[src/rtl/core_mem_arbiter_if.sv]
// Purpose: bundles the I, D and memory request/response signals of the core memory arbiter.
// Latency: wiring only, no storage.
// Backpressure: req_val is held until req_ack; responses have no backpressure.
interface core_mem_arbiter_if #(
  parameter int ADDR_W = 32,
  parameter int DATA_W = 32
);
  // instruction-fetch requester
  logic              i_req_val;
  logic              i_req_ack;
  logic              i_req_cop;
  logic [ADDR_W-1:0] i_req_addr;
  logic [DATA_W-1:0] i_req_wdata;
  logic              i_ack_val;
  logic [DATA_W-1:0] i_ack_rdata;
  // data requester
  logic              d_req_val;
  logic              d_req_ack;
  logic              d_req_cop;
  logic [ADDR_W-1:0] d_req_addr;
  logic [DATA_W-1:0] d_req_wdata;
  logic              d_ack_val;
  logic [DATA_W-1:0] d_ack_rdata;
  // shared memory port
  logic              m_req_val;
  logic              m_req_ack;
  logic              m_req_cop;
  logic [ADDR_W-1:0] m_req_addr;
  logic [DATA_W-1:0] m_req_wdata;
  logic              m_ack_val;
  logic [DATA_W-1:0] m_ack_rdata;

  // arbiter side: serves the two requesters, drives the memory port
  modport slave (
    input  i_req_val, i_req_cop, i_req_addr, i_req_wdata,
    output i_req_ack, i_ack_val, i_ack_rdata,
    input  d_req_val, d_req_cop, d_req_addr, d_req_wdata,
    output d_req_ack, d_ack_val, d_ack_rdata,
    output m_req_val, m_req_cop, m_req_addr, m_req_wdata,
    input  m_req_ack, m_ack_val, m_ack_rdata
  );

  // environment side: the requesters and the memory
  modport master (
    output i_req_val, i_req_cop, i_req_addr, i_req_wdata,
    input  i_req_ack, i_ack_val, i_ack_rdata,
    output d_req_val, d_req_cop, d_req_addr, d_req_wdata,
    input  d_req_ack, d_ack_val, d_ack_rdata,
    input  m_req_val, m_req_cop, m_req_addr, m_req_wdata,
    output m_req_ack, m_ack_val, m_ack_rdata
  );
endinterface

[src/rtl/core_mem_arbiter.sv]
// Purpose: round-robin share of one memory port between I-fetch and D requesters, in-order response routing.
// Latency: 0 cycles request->memory and response->requester (combinational paths).
// Backpressure: grant locked until m_req_ack; no new grant while MAX_OUT requests are outstanding.
module core_mem_arbiter #(
  parameter int ADDR_W  = 32,
  parameter int DATA_W  = 32,
  parameter int MAX_OUT = 4   // power of 2, at least 2
) (
  input  logic                     clk,
  input  logic                     rst,
  core_mem_arbiter_if.slave        bus,
  output logic [$clog2(MAX_OUT):0] outstanding,
  output logic                     err_unexp_ack
);
  localparam int PW = $clog2(MAX_OUT);

  // owner encoding used in the lock register, rr_last and the ID FIFO
  localparam logic OWN_I = 1'b0;
  localparam logic OWN_D = 1'b1;

  typedef enum logic {
    ST_OPEN,
    ST_LOCKED
  } lock_state_t;

  lock_state_t   state;
  logic          lock_owner;
  logic          rr_last;
  logic [PW-1:0] wr_ptr;
  logic [PW-1:0] rd_ptr;
  logic [PW:0]   count;
  logic          id_mem [MAX_OUT];

  logic              owner;
  logic              win_val;
  logic              full;
  logic              empty;
  logic              accept;
  logic              pop;
  logic              head;
  logic              sel_cop;
  logic [ADDR_W-1:0] sel_addr;
  logic [DATA_W-1:0] sel_wdata;

  assign full  = (count == (PW+1)'(MAX_OUT));
  assign empty = (count == '0);

  // pick the owner: a locked grant sticks, otherwise a tie goes to whoever did not win last
  always_comb begin
    owner = OWN_I;
    if (state == ST_LOCKED) begin
      owner = lock_owner;
    end else if (bus.i_req_val && bus.d_req_val) begin
      owner = ~rr_last;
    end else if (bus.d_req_val) begin
      owner = OWN_D;
    end
  end

  assign win_val   = (owner == OWN_D) ? bus.d_req_val   : bus.i_req_val;
  assign sel_cop   = (owner == OWN_D) ? bus.d_req_cop   : bus.i_req_cop;
  assign sel_addr  = (owner == OWN_D) ? bus.d_req_addr  : bus.i_req_addr;
  assign sel_wdata = (owner == OWN_D) ? bus.d_req_wdata : bus.i_req_wdata;

  // a full ID FIFO blocks the memory request; the slot freed by a pop is only seen next cycle
  assign bus.m_req_val   = win_val & ~full;
  assign bus.m_req_cop   = sel_cop;
  assign bus.m_req_addr  = sel_addr;
  assign bus.m_req_wdata = sel_wdata;

  assign accept        = bus.m_req_val & bus.m_req_ack;
  assign bus.i_req_ack = accept & (owner == OWN_I);
  assign bus.d_req_ack = accept & (owner == OWN_D);

  // responses follow request order, so the FIFO head names the requester; stray responses are dropped
  assign pop             = bus.m_ack_val & ~empty;
  assign head            = id_mem[rd_ptr];
  assign bus.i_ack_val   = pop & (head == OWN_I);
  assign bus.d_ack_val   = pop & (head == OWN_D);
  assign bus.i_ack_rdata = bus.m_ack_rdata;
  assign bus.d_ack_rdata = bus.m_ack_rdata;

  assign outstanding = count;

  // lock FSM, round-robin history, FIFO pointers/occupancy and the sticky error flag
  always_ff @(posedge clk or posedge rst) begin
    if (rst) begin
      state         <= ST_OPEN;
      lock_owner    <= OWN_I;
      rr_last       <= OWN_I;
      wr_ptr        <= '0;
      rd_ptr        <= '0;
      count         <= '0;
      err_unexp_ack <= 1'b0;
    end else begin
      case (state)
        ST_OPEN: begin
          if (bus.m_req_val && !bus.m_req_ack) begin
            state      <= ST_LOCKED;
            lock_owner <= owner;
          end
        end
        ST_LOCKED: begin
          if (bus.m_req_ack) begin
            state <= ST_OPEN;
          end
        end
        default: state <= ST_OPEN;
      endcase

      if (accept) begin
        rr_last <= owner;
        wr_ptr  <= wr_ptr + 1'b1;
      end
      if (pop) begin
        rd_ptr <= rd_ptr + 1'b1;
      end

      case ({accept, pop})
        2'b10:   count <= count + (PW+1)'(1);
        2'b01:   count <= count - (PW+1)'(1);
        default: count <= count;
      endcase

      if (bus.m_ack_val && empty) begin
        err_unexp_ack <= 1'b1;
      end
    end
  end

  // ID storage needs no reset: only entries between the pointers are ever read
  always_ff @(posedge clk) begin
    if (accept) begin
      id_mem[wr_ptr] <= owner;
    end
  end
endmodule

[src/flat_wrapper.sv]
// flat-port wrapper written by rule: the top's interface ports become plain ports
module core_mem_arbiter_flat 
#(
  parameter int ADDR_W  = 32,
  parameter int DATA_W  = 32,
  parameter int MAX_OUT = 4                            
)
  (clk, rst, outstanding, err_unexp_ack, bus_i_req_val, bus_i_req_cop, bus_i_req_addr, bus_i_req_wdata, bus_i_req_ack, bus_i_ack_val, bus_i_ack_rdata, bus_d_req_val, bus_d_req_cop, bus_d_req_addr, bus_d_req_wdata, bus_d_req_ack, bus_d_ack_val, bus_d_ack_rdata, bus_m_req_val, bus_m_req_cop, bus_m_req_addr, bus_m_req_wdata, bus_m_req_ack, bus_m_ack_val, bus_m_ack_rdata);
  core_mem_arbiter_if #(.ADDR_W(ADDR_W), .DATA_W(DATA_W)) bus_i ();
  input  logic clk;
  input  logic rst;
  output logic [$clog2(MAX_OUT):0] outstanding;
  output logic err_unexp_ack;
  input wire logic [$bits(bus_i.i_req_val)-1:0] bus_i_req_val;
  input wire logic [$bits(bus_i.i_req_cop)-1:0] bus_i_req_cop;
  input wire logic [$bits(bus_i.i_req_addr)-1:0] bus_i_req_addr;
  input wire logic [$bits(bus_i.i_req_wdata)-1:0] bus_i_req_wdata;
  output wire logic [$bits(bus_i.i_req_ack)-1:0] bus_i_req_ack;
  output wire logic [$bits(bus_i.i_ack_val)-1:0] bus_i_ack_val;
  output wire logic [$bits(bus_i.i_ack_rdata)-1:0] bus_i_ack_rdata;
  input wire logic [$bits(bus_i.d_req_val)-1:0] bus_d_req_val;
  input wire logic [$bits(bus_i.d_req_cop)-1:0] bus_d_req_cop;
  input wire logic [$bits(bus_i.d_req_addr)-1:0] bus_d_req_addr;
  input wire logic [$bits(bus_i.d_req_wdata)-1:0] bus_d_req_wdata;
  output wire logic [$bits(bus_i.d_req_ack)-1:0] bus_d_req_ack;
  output wire logic [$bits(bus_i.d_ack_val)-1:0] bus_d_ack_val;
  output wire logic [$bits(bus_i.d_ack_rdata)-1:0] bus_d_ack_rdata;
  output wire logic [$bits(bus_i.m_req_val)-1:0] bus_m_req_val;
  output wire logic [$bits(bus_i.m_req_cop)-1:0] bus_m_req_cop;
  output wire logic [$bits(bus_i.m_req_addr)-1:0] bus_m_req_addr;
  output wire logic [$bits(bus_i.m_req_wdata)-1:0] bus_m_req_wdata;
  input wire logic [$bits(bus_i.m_req_ack)-1:0] bus_m_req_ack;
  input wire logic [$bits(bus_i.m_ack_val)-1:0] bus_m_ack_val;
  input wire logic [$bits(bus_i.m_ack_rdata)-1:0] bus_m_ack_rdata;
  assign bus_i.i_req_val = bus_i_req_val;
  assign bus_i.i_req_cop = bus_i_req_cop;
  assign bus_i.i_req_addr = bus_i_req_addr;
  assign bus_i.i_req_wdata = bus_i_req_wdata;
  assign bus_i_req_ack = bus_i.i_req_ack;
  assign bus_i_ack_val = bus_i.i_ack_val;
  assign bus_i_ack_rdata = bus_i.i_ack_rdata;
  assign bus_i.d_req_val = bus_d_req_val;
  assign bus_i.d_req_cop = bus_d_req_cop;
  assign bus_i.d_req_addr = bus_d_req_addr;
  assign bus_i.d_req_wdata = bus_d_req_wdata;
  assign bus_d_req_ack = bus_i.d_req_ack;
  assign bus_d_ack_val = bus_i.d_ack_val;
  assign bus_d_ack_rdata = bus_i.d_ack_rdata;
  assign bus_m_req_val = bus_i.m_req_val;
  assign bus_m_req_cop = bus_i.m_req_cop;
  assign bus_m_req_addr = bus_i.m_req_addr;
  assign bus_m_req_wdata = bus_i.m_req_wdata;
  assign bus_i.m_req_ack = bus_m_req_ack;
  assign bus_i.m_ack_val = bus_m_ack_val;
  assign bus_i.m_ack_rdata = bus_m_ack_rdata;
  core_mem_arbiter #(.ADDR_W(ADDR_W), .DATA_W(DATA_W), .MAX_OUT(MAX_OUT)) u_core (.clk(clk), .rst(rst), .bus(bus_i), .outstanding(outstanding), .err_unexp_ack(err_unexp_ack));
endmodule
[config.mk]
export PLATFORM = sky130hd
export DESIGN_NAME = core_mem_arbiter_flat
export DESIGN_NICKNAME = d
export VERILOG_FILES = /design/src/rtl/core_mem_arbiter_if.sv /design/src/rtl/core_mem_arbiter.sv /design/src/flat_wrapper.sv
export SDC_FILE = /design/constraint.sdc
export NUM_CORES = 1
export LEC_CHECK = 0
export ABC_AREA = 1
export CAP_MARGIN = 5
export CORE_AREA = 2 2 119 121
export CTS_BUF_LIST = sky130_fd_sc_hd__clkbuf_16
export DETAILED_ROUTE_END_ITERATION = 10
export DIE_AREA = 0 0 121 123
export PLACE_DENSITY = 0.63
export SKIP_LAST_GASP = 1
export SYNTH_ARGS = -nofsm -noshare
export SYNTH_HDL_FRONTEND = slang
export SYNTH_SLANG_ARGS = --single-unit
[constraint.sdc]
create_clock -name clk -period 2.4 [get_ports clk]
set_clock_uncertainty 0.15 [all_clocks]
set_input_delay 0.48 -clock clk [delete_from_list [all_inputs] [get_ports clk]]
set_output_delay 0.48 -clock clk [all_outputs]
set_load 0.01 [all_outputs]
==> flow_summary.json <==
{
  "status": "finished, final reports clean",
  "die-area_um2": 14900,
  "viasPerCell": 3.69,
  "antenna_found_initial": 0,
  "pwr-share-seq": 0.126,
  "start_kind": "input port",
  "hp-class": "flop to flop",
  "ir_drop_mv": 0.299,
  "yosys_most_used_dff": "dfrtp_1",
  "reg2regPathDepth": 11,
  "place_area_um2": 4030,
  "grt_pass1_wl_um": 13400,
  "hold_slack_ns": 0.316,
  "min_to": "u_core.err_unexp_ack$_DFFE_PP0P_",
  "p_comb_frac": 0.786,
  "fin_nets": 702,
  "cp.required_ns": 1.77,
  "wl_met2_um": 4510,
  "fin_crit_sh": 0.987,
  "cts_root_buffer": "clkbuf_16",
  "die_h_um": 123,
  "grt_overflow": 0,
  "clk_pin_slew_ns": 0.05,
  "layout-drive-gt1-share": 0.139,
  "yosysSeqAreaShare": 0.187,
  "r2r_start": "u_core.state$_DFF_PP0_",
  "cpMostUsedCell": "nand2_1",
  "worstReg2RegEnd": "u_core.outstanding[2]$_DFFE_PP0P_",
  "p_sw_frac": 0.448,
  "fin_util": 0.306,
  "p_sw_mw": 1.64,
  "fmaxAchievable_mhz": 422,
  "io_buffers": 209,
  "post_drt_wl_per_cell_um": 13.2,
  "antennaDiodeCount": 0,
  "criticalPathCategory": "input port to primary output",
  "htree_levels": 1,
  "start_util": 0.155,
  "worst_setup_path_end_kind": "primary output",
  "cts_hold_buf": 0,
  "grt_max_degree": 20,
  "drv_cap": 0,
  "fill_cells": 1473,
  "pwr-share-clk": 0.088,
  "async_reset_ff_frac": 0.733,
  "rsz0062_at_grt": "true",
  "dr_wl_met3_um": 1030,
  "power.density_nw_per_um2": 879,
  "grt_pass1_vias": 2573,
  "ys_ff_latch": 15,
  "finalSetupViolCount": 0,
  "finalPower_mw": 3.67,
  "syn2layout_area_growth_pct": 97.3,
  "cts-root-to-sink-buffers": 2,
  "whs_path_depth": 1,
  "num_vias": 2612,
  "slowest_stage": "bufbuf_16",
  "worstHoldStart": "u_core.err_unexp_ack$_DFFE_PP0P_",
  "ioPinCount": 306,
  "dr.max_layer_used": "met4",
  "synth.distinct_cells": 22,
  "worstSkewPairLatency_ns": 0.25,
  "wl_met1_um": 3670,
  "crit_path_max_incr_delay_ns": 0.28,
  "crit_family": "buffers and inverters",
  "p_int_mw": 2.02,
  "fin_crit_ns": 2.37,
  "dpl.hpwl_um": 7370,
  "row_count": 43,
  "yosys_warnings": 0,
  "synth_edf_count": 4,
  "hold_viol": 0,
  "syn_area_um2": 2110,
  "tightest_slew_ns": 0.451,
  "die_w_um": 121,
  "cts_buffers": 3,
  "crit_buf_inv": 4,
  "crit_fanout": 15,
  "cp.arrival_ns": 1.74,
  "fin_area_um2": 4170,
  "syn_nets": 540,
  "drt_iter0_markers": 82,
  "drc": 0,
  "synth_cells": 366,
  "slew-limit-headroom": 0.699,
  "finalSetupTns_ns": 0,
  "drt-total-wl_um": 9310,
  "coreArea_um2": 13600,
  "crit_chain": "dlygate4sd2_1 -> nand2_2 -> nand3_4 -> nand2_8 -> inv_8 -> bufbuf_16 -> nand2_1 -> nand2_1 -> clkdlybuf4s15_2",
  "tritoncts": "built",
  "drv_slew": 0,
  "ant_nets": 0,
  "syn_avg_cell_area_um2": 5.77,
  "place_congestion": 0.796,
  "grt_usage": 0.116,
  "cts.sinks": 15,
  "reg2reg_slack_ns": 0.18,
  "first_pass_iters": 4,
  "power.leakage_nw": 2.15
}
power groups by stage:
| stage | Combinational, mW | Clock [mW] | Sequential [mW] |
|---|---|---|---|
| 2_1_floorplan | 1.39 | 0 | 0.458 |
| 5_1_grt | 3.18 | 0.338 | 0.474 |
| 6_report | 2.88 | 0.323 | 0.462 |
| 4_1_cts | 3.03 | 0.332 | 0.462 |
| 3_3_place_gp | 2.85 | 0 | 0.462 |
| 3_5_place_dp | 2.87 | 0 | 0.463 |
metrics by stage:
stage / worst slack, ns / cells
final: 0.0317 / 707
after global placement: -0.583 / 693
after floorplan: 0.231 / 366
after detailed placement: -0.567 / 693
after global routing: -0.0478 / 707
after CTS: -0.0429 / 707
cell usage after synthesis, types with 3 or more instances:
library cell    n  area, um^2
buf_4          71         533
clkbuf_1        3        11.3
nand3_1         3        15.0
o21ai_0         5        25.0
dfrtp_1        11         275
nor2_1         13        48.8
nand2_1       212         796
nand4_1         4        25.0
ha_1            5        62.6
buf_2           3        15.0
edfxtp_1        4         120
inv_1          18        67.6
layout by cell type, fill, tap and decap left out, types with 3 or more instances in the layout:
cell and count:
nand2_1 210, clkdlybuf4s50_1 137, dlygate4sd2_1 34, inv_1 19, buf_4 17, clkbuf_2 15, nor2_1 13, buf_2 11
dfrtp_1 11, clkdlybuf4s15_2 9, buf_12 6, ha_1 5, nand4_1 4, o21ai_0 4, edfxtp_1 4, clkbuf_16 3
kinds of logic after synthesis:
family | share of synthesized area
flops | 0.187
xor+xnor | 0.0124
simple gates | 0.431
compound gates | 0.0243
fa+ha+maj | 0.0391
buf+inv | 0.306
sequential cells by signal (all words and copies together), names as in the netlist:
name / cells
u_core.state: 1
u_core.wr_ptr: 2
u_core.id_mem: 4
u_core.err_unexp_ack: 1
u_core.lock_owner: 1
u_core.outstanding: 3
u_core.rd_ptr: 2
u_core.rr_last: 1
area by class of cell:
class	instances	area, um^2	area share
tap	180	225	0.0540
clock buffer	3	75.1	0.0180
inverter	20	82.6	0.0198
multi-input combinational	253	1110	0.266
timing repair buffer	235	2280	0.546
clock inverter	1	3.75	0.000901
sequential	15	395	0.0949
timing repair:
item,4_1_cts,5_1_grt
gates cloned,4,0
pin swaps,1,2
setup endpoints to repair,69,43
setup buffers,6,1
resized for setup,142,25
routing by layer:
layer | global-route usage | vias to the layer above
met3 | 0.0507 | 13
met4 | 0.0247 | 0
met1 | 0.132 | 1094
met2 | 0.200 | 149
met5 | 0 | -
li1 | - | 1356
how the worst max path moves through the flow:
stage	endpoint	cells after the start	startpoint	slack, ns
2_1_floorplan	u_core.outstanding[2]$_DFFE_PP0P_	10	bus_i_req_val	0.23
3_3_place_gp	bus_m_req_wdata[25]	9	bus_i_req_val	-0.58
3_5_place_dp	bus_m_req_wdata[25]	9	bus_i_req_val	-0.57
4_1_cts	bus_m_req_wdata[25]	10	bus_i_req_val	-0.04
5_1_grt	bus_m_req_wdata[24]	9	bus_i_req_val	-0.05
6_report	bus_m_req_wdata[24]	9	bus_i_req_val	0.03
(Power assumes the default switching activity.)
